===== src/rtl/systolic_feeder_pkg.sv =====
// Shared constants and state encoding for the systolic array feeder.
package systolic_feeder_pkg;

    localparam int DEF_DATA_SIZE = 4;
    localparam int DEF_N = 4;

    localparam logic SEL_A = 1'b0;
    localparam logic SEL_B = 1'b1;

    typedef enum logic [1:0] {
        ST_IDLE,
        ST_CLEAR,
        ST_FEED,
        ST_DONE
    } state_t;

    function automatic int feed_cycles(input int n);
        return 3 * n - 2;
    endfunction

endpackage


===== src/rtl/systolic_feeder_buf.sv =====
// Operand buffer: N rows of A and N rows of B, one write port, all rows readable.
module matrix_buf
    import systolic_feeder_pkg::*;
#(
    parameter int DATA_SIZE = DEF_DATA_SIZE,
    parameter int N = DEF_N,
    localparam int RW = N * DATA_SIZE,
    localparam int IW = $clog2(N)
) (
    input  logic          clk,
    input  logic          reset,
    input  logic          wr_en,
    input  logic          wr_sel,
    input  logic [IW-1:0] wr_row,
    input  logic [RW-1:0] wr_data,
    output logic [RW-1:0] a_rows [N],
    output logic [RW-1:0] b_rows [N]
);

    logic row_ok;

    // Out-of-range row indices are silently dropped.
    assign row_ok = (int'(wr_row) < N);

    always_ff @(posedge clk or posedge reset) begin
        if (reset) begin
            for (int r = 0; r < N; r++) begin
                a_rows[r] <= '0;
                b_rows[r] <= '0;
            end
        end else if (wr_en && row_ok) begin
            if (wr_sel == SEL_A) begin
                a_rows[wr_row] <= wr_data;
            end else if (wr_sel == SEL_B) begin
                b_rows[wr_row] <= wr_data;
            end
        end
    end

endmodule


===== src/rtl/systolic_feeder.sv =====
// Skewed A/B edge feeder for an NxN systolic multiplier.
// Define FEEDER_RUN_COUNT_EN to add the run_count output.
module systolic_feeder
    import systolic_feeder_pkg::*;
#(
    parameter int DATA_SIZE = DEF_DATA_SIZE,
    parameter int N = DEF_N
) (
    input  logic                   clk,
    input  logic                   reset,
    input  logic                   load_valid,
    output logic                   load_ready,
    input  logic                   load_sel,
    input  logic [$clog2(N)-1:0]   load_row,
    input  logic [N*DATA_SIZE-1:0] load_data,
    input  logic                   start,
    output logic                   busy,
    output logic                   pe_clear,
    output logic [N*DATA_SIZE-1:0] a_out,
    output logic [N*DATA_SIZE-1:0] b_out,
    output logic                   result_valid
`ifdef FEEDER_RUN_COUNT_EN
    ,
    output logic [15:0]            run_count
`endif
);

    localparam int RW = N * DATA_SIZE;
    localparam int FEED_CYCLES = feed_cycles(N);
    localparam int STEP_W = $clog2(FEED_CYCLES);
    localparam logic [STEP_W-1:0] LAST_STEP = STEP_W'(FEED_CYCLES - 1);

    state_t            state;
    logic [STEP_W-1:0] step;
    logic [STEP_W-1:0] sk_step;
    logic [RW-1:0]     a_rows [N];
    logic [RW-1:0]     b_rows [N];
    logic [RW-1:0]     a_skew;
    logic [RW-1:0]     b_skew;
    logic              wr_en;

    assign wr_en = load_valid && load_ready;

    matrix_buf #(
        .DATA_SIZE (DATA_SIZE),
        .N         (N)
    ) u_buf (
        .clk     (clk),
        .reset   (reset),
        .wr_en   (wr_en),
        .wr_sel  (load_sel),
        .wr_row  (load_row),
        .wr_data (load_data),
        .a_rows  (a_rows),
        .b_rows  (b_rows)
    );

    // Outputs are registered, so the mux looks one step ahead.
    assign sk_step = (state == ST_FEED) ? step + 1'b1 : '0;

    always_comb begin
        a_skew = '0;
        b_skew = '0;
        for (int i = 0; i < N; i++) begin
            for (int k = 0; k < N; k++) begin
                if (int'(sk_step) == i + k) begin
                    a_skew[i*DATA_SIZE +: DATA_SIZE] =
                        a_rows[i][k*DATA_SIZE +: DATA_SIZE];
                    b_skew[i*DATA_SIZE +: DATA_SIZE] =
                        b_rows[k][i*DATA_SIZE +: DATA_SIZE];
                end
            end
        end
    end

    always_ff @(posedge clk or posedge reset) begin
        if (reset) begin
            state        <= ST_IDLE;
            step         <= '0;
            load_ready   <= 1'b1;
            busy         <= 1'b0;
            pe_clear     <= 1'b0;
            result_valid <= 1'b0;
            a_out        <= '0;
            b_out        <= '0;
        end else begin
            unique case (state)
                ST_IDLE: begin
                    if (start) begin
                        state      <= ST_CLEAR;
                        step       <= '0;
                        busy       <= 1'b1;
                        load_ready <= 1'b0;
                        pe_clear   <= 1'b1;
                    end
                end
                ST_CLEAR: begin
                    state    <= ST_FEED;
                    pe_clear <= 1'b0;
                    a_out    <= a_skew;
                    b_out    <= b_skew;
                end
                ST_FEED: begin
                    if (step == LAST_STEP) begin
                        state        <= ST_DONE;
                        a_out        <= '0;
                        b_out        <= '0;
                        result_valid <= 1'b1;
                    end else begin
                        step  <= step + 1'b1;
                        a_out <= a_skew;
                        b_out <= b_skew;
                    end
                end
                ST_DONE: begin
                    state        <= ST_IDLE;
                    result_valid <= 1'b0;
                    busy         <= 1'b0;
                    load_ready   <= 1'b1;
                end
            endcase
        end
    end

`ifdef FEEDER_RUN_COUNT_EN
    always_ff @(posedge clk or posedge reset) begin
        if (reset) begin
            run_count <= '0;
        end else if (state == ST_DONE) begin
            run_count <= run_count + 16'd1;
        end
    end
`endif

endmodule


===== config.mk =====
export PLATFORM = sky130hd
export DESIGN_NAME = systolic_feeder
export DESIGN_NICKNAME = d
export VERILOG_FILES = /design/src/rtl/systolic_feeder_pkg.sv /design/src/rtl/systolic_feeder_buf.sv /design/src/rtl/systolic_feeder.sv
export SDC_FILE = /design/constraint.sdc
export NUM_CORES = 1
export LEC_CHECK = 0
export ABC_AREA = 0
export CORE_ASPECT_RATIO = 1.1
export CORE_MARGIN = 4
export CORE_UTILIZATION = 45
export CTS_BUF_LIST = sky130_fd_sc_hd__clkbuf_4
export CTS_CLUSTER_SIZE = 10
export DETAILED_ROUTE_END_ITERATION = 10
export GPL_ROUTABILITY_DRIVEN = 0
export GPL_TIMING_DRIVEN = 0
export SLEW_MARGIN = 40
export SYNTH_ARGS = -nofsm -noshare
export SYNTH_HDL_FRONTEND = slang
export SYNTH_HIERARCHICAL = 1
export SYNTH_SLANG_ARGS = --single-unit

===== constraint.sdc =====
create_clock -name clk -period 5.4 [get_ports clk]
set_input_delay 0.54 -clock clk [delete_from_list [all_inputs] [get_ports clk]]
set_output_delay 0.54 -clock clk [all_outputs]
set_load 0.05 [all_outputs]

* Yosys cells after proc, flatten, opt, wreduce, memory -nomap -nowiden
Cells that the tools add are included.
** Storage, ports and cells
- Register bits after elaboration :: 170
- Output and inout bits :: 36
- Logic and storage cells :: 104
** Operators by class
- Eq/ne operators :: 13
- Bitwise operators :: 2
- Add/subtract/negate cells :: 1
- Multiplexer cells :: 54
- Reduce and logical (&&, ||, !) cells :: 16
- $lt $le $gt $ge :: 2
** Operator list (number)
- 4-bit 2-to-1 mux :: 35
- 64-bit bitwise mux :: 2
- 16-bit case mux with 2 select lines :: 2
- 16-bit 2-to-1 mux :: 3
- 16-bit demux with 2-bit select :: 1
- 4-bit equality test (second input constant) :: 4
- 2-bit AND reduction :: 6
- 2-bit nonzero test :: 5
- 4-bit by 3-bit equality test with 1-bit output (second input constant) :: 2
- 1-bit case mux with 2 select lines :: 4
- 2-bit case mux with 4 select lines :: 1
- 4-bit case mux with 2 select lines :: 1
- 4-bit by 1-bit adder with 4-bit output (second input constant) :: 1
- 2-bit equality test (second input constant) :: 2
- 4-bit by 2-bit equality test with 1-bit output (second input constant) :: 1
- 4-bit logical NOT :: 1
- 2-bit 2-to-1 mux :: 2
- 2-bit inequality test (second input constant) :: 2
- 3-bit >= comparator (second input constant) :: 1
- 3-bit by 1-bit < comparator with 1-bit output (second input constant) :: 1
- 1-bit 2-to-1 mux :: 3
- 2-bit NOT with 3-bit output :: 1
- 3-bit AND reduction :: 1
- 2-bit by 1-bit equality test with 1-bit output (second input constant) :: 1
- other kinds (4) :: 5

* Depth between registers and ports, before layout
- Depth in word-level cells :: 9
- Depth in mapped cells :: 9
- Mapped depth without buffers :: 7

* Cells and area by module
The synthesis kept the hierarchy.
** Modules (own cells, without submodules)
- matrix_buf :: seq. area each 3203.1 um2, cells an instance 280, instances 1, area each 4918.5 um2
- systolic_feeder :: seq. area each 1052.3 um2, cells an instance 332, instances 1, area each 2897.8 um2

* Worst setup path before layout
Ideal clock, no wire load.
- Path kind :: reg2reg
- Start :: reg load_ready
- End :: reg u_buf/a_rows[48] in the netlist's numbering
- Slack :: 3347 ps
- Data required time :: 5275 ps
- Buffers on the path :: 2
- Arrival :: 1928 ps
- Cell stages (with the launch flop) :: 6
- Cell sequence :: dfstp_2 > and2_1 > buf_2 > nor4b_4 > buf_8 > mux2_4
** Between the ends
- Cells in the longest elaborated chain, start to end :: 2
** RTL lines
- start: declaration :: line systolic_feeder.sv:12 : output logic load_ready,
- start signal: assignment :: line systolic_feeder.sv:80 : load_ready <= 1'b1;
- start signal: assignment :: line systolic_feeder.sv:93 : load_ready <= 1'b0;
- start signal: assignment :: line systolic_feeder.sv:119 : load_ready <= 1'b1;
- 1-bit logical AND :: line systolic_feeder.sv:42 : assign wr_en = load_valid && load_ready;
- net wr_en :: line systolic_feeder.sv:40 : logic wr_en;
- 2-bit AND reduction (no line)
- end signal: indexed assignment :: line systolic_feeder_buf.sv:33 : a_rows[wr_row] <= wr_data;
- end: declaration :: line systolic_feeder_buf.sv:16 : output logic [RW-1:0] a_rows [N],
The timed path passes the listed nets, and every way through them passes these cells.
A chain may end at the register's enable or synchronous reset.

* Worst setup path in the final report
- Start :: reg state[0]
- End :: reg a_out[15]
** Between the ends
- Cells in the longest elaborated chain, start to end :: 9
** RTL lines
- start: declaration :: line systolic_feeder.sv:33 : state_t state;
- start signal: assignment :: line systolic_feeder.sv:78 : state <= ST_IDLE;
- start signal: assignment :: line systolic_feeder.sv:90 : state <= ST_CLEAR;
- start signal: assignment :: line systolic_feeder.sv:98 : state <= ST_FEED;
- 2-bit equality test :: line systolic_feeder.sv:59, systolic_feeder.sv:87
- 4-bit 2-to-1 mux :: line systolic_feeder.sv:59 : assign sk_step = (state == ST_FEED) ? step + 1'b1 : '0;
- 4-bit by 3-bit equality test with 1-bit output :: line systolic_feeder.sv:66 : if (int'(sk_step) == i + k) begin
- 4-bit 2-to-1 mux (4 in series) :: line systolic_feeder.sv:66
- 16-bit 2-to-1 mux :: line systolic_feeder.sv:104 : if (step == LAST_STEP) begin
- 16-bit case mux with 2 select lines :: line systolic_feeder.sv:87 : unique case (state)
- end signal: assignment :: line systolic_feeder.sv:100 : a_out <= a_skew;
- end signal: assignment :: line systolic_feeder.sv:111 : a_out <= a_skew;
- end: declaration :: line systolic_feeder.sv:19 : output logic [N*DATA_SIZE-1:0] a_out,
Several ways; a longest one is shown, not always the timed one.

==> flow_metrics.env <==
export IMPL_grt_pass1_wl_mm=32.55
export IMPL_ys_warnings_count=6
export IMPL_synth_top_area_share_pct=54.11
export IMPL_cpPeakStageDelay_ns=0.54
export IMPL_critical_path_class="reg2reg"
export IMPL_drv_slew=0
export IMPL_grt_util_met3_pct=4.652
export IMPL_worstMarginPinSlew_ns=0.7926
export IMPL_numCtsBuffers=17
export IMPL_core_region_area_um2=17020
export IMPL_synth_ff_type="dfrtp_1"
export IMPL_synth_compound_area_share_pct=11.41
export IMPL_synthTopCellsByArea="dfrtp_1 (54%), mux2_2 (18%), nand2_1 (2.3%)"
export IMPL_finalClockSkew_ns=0.01974
export IMPL_yosys_mux_area_fraction_pct=22.12
export IMPL_peakVddDrop_v=0.0002447
export IMPL_grt_pass1_vias=5718
export IMPL_area_growth_pct=15.69
export IMPL_syn_cell_area_um2=7816
export IMPL_hold_class="in2async"
export IMPL_critPathMostFrequentCell="clkbuf_1"
export IMPL_path_cells="inv_1 > ha_1 > buf_2 > nand4b_1 > and2_1 > clkbuf_1 > clkbuf_1 > o31ai_1 > a2bb2oi_1"
export IMPL_tns_ns=0
export IMPL_drc=0
export IMPL_postSynthCellCount=612
export IMPL_synth_top_family_by_area="multiplexers"
export IMPL_critPathArrivalTime_ns=3.26
export IMPL_htree_levels=4
export IMPL_required_ns=5.90
export IMPL_end_kind="register"
export IMPL_synthXorXnorAreaFrac_pct=0
export IMPL_r2r_end="a_out[15]$_DFFE_PP0P_"
export IMPL_mostFrequentLayoutCell="dfrtp_1"
export IMPL_synthArstFlopShare_pct=100.0
export IMPL_grt_max_degree=76
export IMPL_start_util_pct=45.93
export IMPL_status="finished clean"
export IMPL_drt_first_pass_iters=5
export IMPL_nNetsFinal=718
export IMPL_syn_area_per_cell_um2=12.77
export IMPL_r2r_cells=9
export IMPL_timing_rr_start="state[0]$_DFFE_PP0P_"
export IMPL_synth_edf_count=0
export IMPL_yosysUniqueCellTypes=53
export IMPL_clk_pin_slew_worst_paths_ns=0.13
export IMPL_dr_total_vias=5325
export IMPL_yosys_area_share_simple_pct=7.812
export IMPL_cts_tree="built"
export IMPL_finalHoldViolCount=0
export IMPL_r2r_slack_ns=2.63
export IMPL_pin_count=59
export IMPL_grt_total_usage_pct=21.87
export IMPL_clkLatencyLatePin_ns=0.58
export IMPL_via_per_inst=5.683
export IMPL_finalWirelength_mm=20.17
export IMPL_crit_path_top_delay_cell="clkbuf_1"
export IMPL_layout_common_cells="dfrtp_1 (169), mux2_2 (126), clkdlybuf4s50_1 (55)"
export IMPL_busiest_layer="met2"
export IMPL_syn_nets=641
export IMPL_grt_util_met2_pct=36.26
export IMPL_clock_sink_count=170
export IMPL_fin_crit_sh_pct=51.21
export IMPL_met1_usage_pct=28.53
export IMPL_fmax_ghz=0.3616
export IMPL_drv_cap=0
export IMPL_critical_path_top_delay_family="buffers and inverters"
export IMPL_drtIter0Drc=273
export IMPL_die_y_um=146.2
export IMPL_cts_max_path_buffers=2
export IMPL_ys_seq_area_share_pct=54.44
export IMPL_die_w_um=133.7
export IMPL_rows=50
export IMPL_postCtsResizedCells=0
export IMPL_cp_num_buf_inv=4
export IMPL_ant_nets=0
export IMPL_drive_above_1_share_pct=30.06
export IMPL_dieArea_um2=19540
export IMPL_crit_fanout=10
export IMPL_dp_hpwl_mm=14.02
export IMPL_routedWlPerCell_um=21.53
export IMPL_final_util_pct=53.14
export IMPL_setup_viol=0
export IMPL_cp_start_kind="register"
export IMPL_p_leak_nw=3.870
export IMPL_rsz0062_at_grt="no"
export IMPL_slew_headroom_pct=47.16
export IMPL_cts_root_buf="clkbuf_4"
export IMPL_cts_setup_buffers=0
export IMPL_finalCriticalPeriod_ns=2.765
export IMPL_cts_hold_buf=0
export IMPL_yosys_area_top_type="dfrtp_1"
export IMPL_io_buffers=55
export IMPL_yosys_register_bits=170
export IMPL_synth_adder_area_share_pct=0.9605
export IMPL_grt_ovfl_total=0
export IMPL_p_per_area_nw_per_um2=583.4
export IMPL_antenna_found_initial=1
worst max-delay path by stage:
stage	startpoint	endpoint	slack (ns)	cells past startpoint
3_3_place_gp	reset	u_buf/b_rows[6]$_DFFE_PP0P_	-0.38	2
2_1_floorplan	reset	u_buf/a_rows[0]$_DFFE_PP0P_	1.45	1
6_report	state[0]$_DFFE_PP0P_	a_out[15]$_DFFE_PP0P_	2.63	9
3_5_place_dp	state[0]$_DFFE_PP0P_	b_out[12]$_DFFE_PP0P_	2.71	9
4_1_cts	state[0]$_DFFE_PP0P_	b_out[12]$_DFFE_PP0P_	2.66	9
5_1_grt	state[0]$_DFFE_PP0P_	b_out[13]$_DFFE_PP0P_	2.46	9
state kept, by name, indices dropped and copies added (netlist names):
register,flops
u_buf/b_rows,64
load_ready,1
step,4
busy,1
b_out,16
pe_clear,1
u_buf/a_rows,64
a_out,16
result_valid,1
state,2
cells by family (layout without fill, tap and decap cells):
group           count (synthesis)  after routing
buf+inv                        47            137
flops                         170            170
simple gates                  118            118
mux                           152            152
compound gates                119            119
other cells                     0              1
fa+ha+maj                       6              6
routing by layer:
metal	share of wire [%]	up-vias
li1	-	2420
met1	43	2725
met2	50	147
met3	4.4	31
met4	2.4	2
met5	0.064	-
cell usage after synthesis (9+ instances only):
cell     instances
inv_1            9
o21ai_0         24
nor2_1          24
buf_2           16
mux2i_1         16
nor3_1          10
nand2_1         48
mux2_2         126
a21oi_1         18
mux2_4          10
dfrtp_1        169
worst register-to-register path: cells and delay by family, from the launching register on:
kind | cells | cell delay, ns
AO/OA/AOI/OAI | 2 | 0.35
adder cells (fa/ha/maj) | 1 | 0.28
flip-flops | 1 | 0.43
AND/OR/NAND/NOR | 2 | 0.38
buffers and inverters | 4 | 1.25
area by class of cell:
class / count / area, um2
Clock buffer: 18 / 135.1
Inverter: 9 / 43.79
Fill cell: 1523 / 7974
Timing Repair Buffer: 58 / 625.6
Sequential cell: 170 / 4255
Multi-Input combinational cell: 395 / 3313
Tap cell: 234 / 292.8
Buffer: 38 / 220.2
Clock inverter: 14 / 153.9
Antenna cell: 1 / 2.502
report_power, final:
part           total [mW]  switching [mW]  internal (mW)
Combinational        2.38            1.38          0.998
Clock               0.751           0.432          0.319
Sequential           2.14           0.299           1.84
through the flow:
stage / hold WS [ns] / cell area [um2] / total power [mW] / worst slack [ns] / cells
finish: 0.3176 / 9042 / 5.276 / 2.635 / 937
CTS: 0.2849 / 9040 / 5.318 / 2.665 / 936
global placement: 0.4604 / 8660 / 4.472 / -0.3849 / 901
detailed placement: 0.4767 / 8751 / 4.555 / 2.706 / 904
floorplan: 0.4720 / 7816 / 3.801 / 1.447 / 612
global route: 0.2647 / 9042 / 5.633 / 2.458 / 937
(Power assumes the default switching activity.)
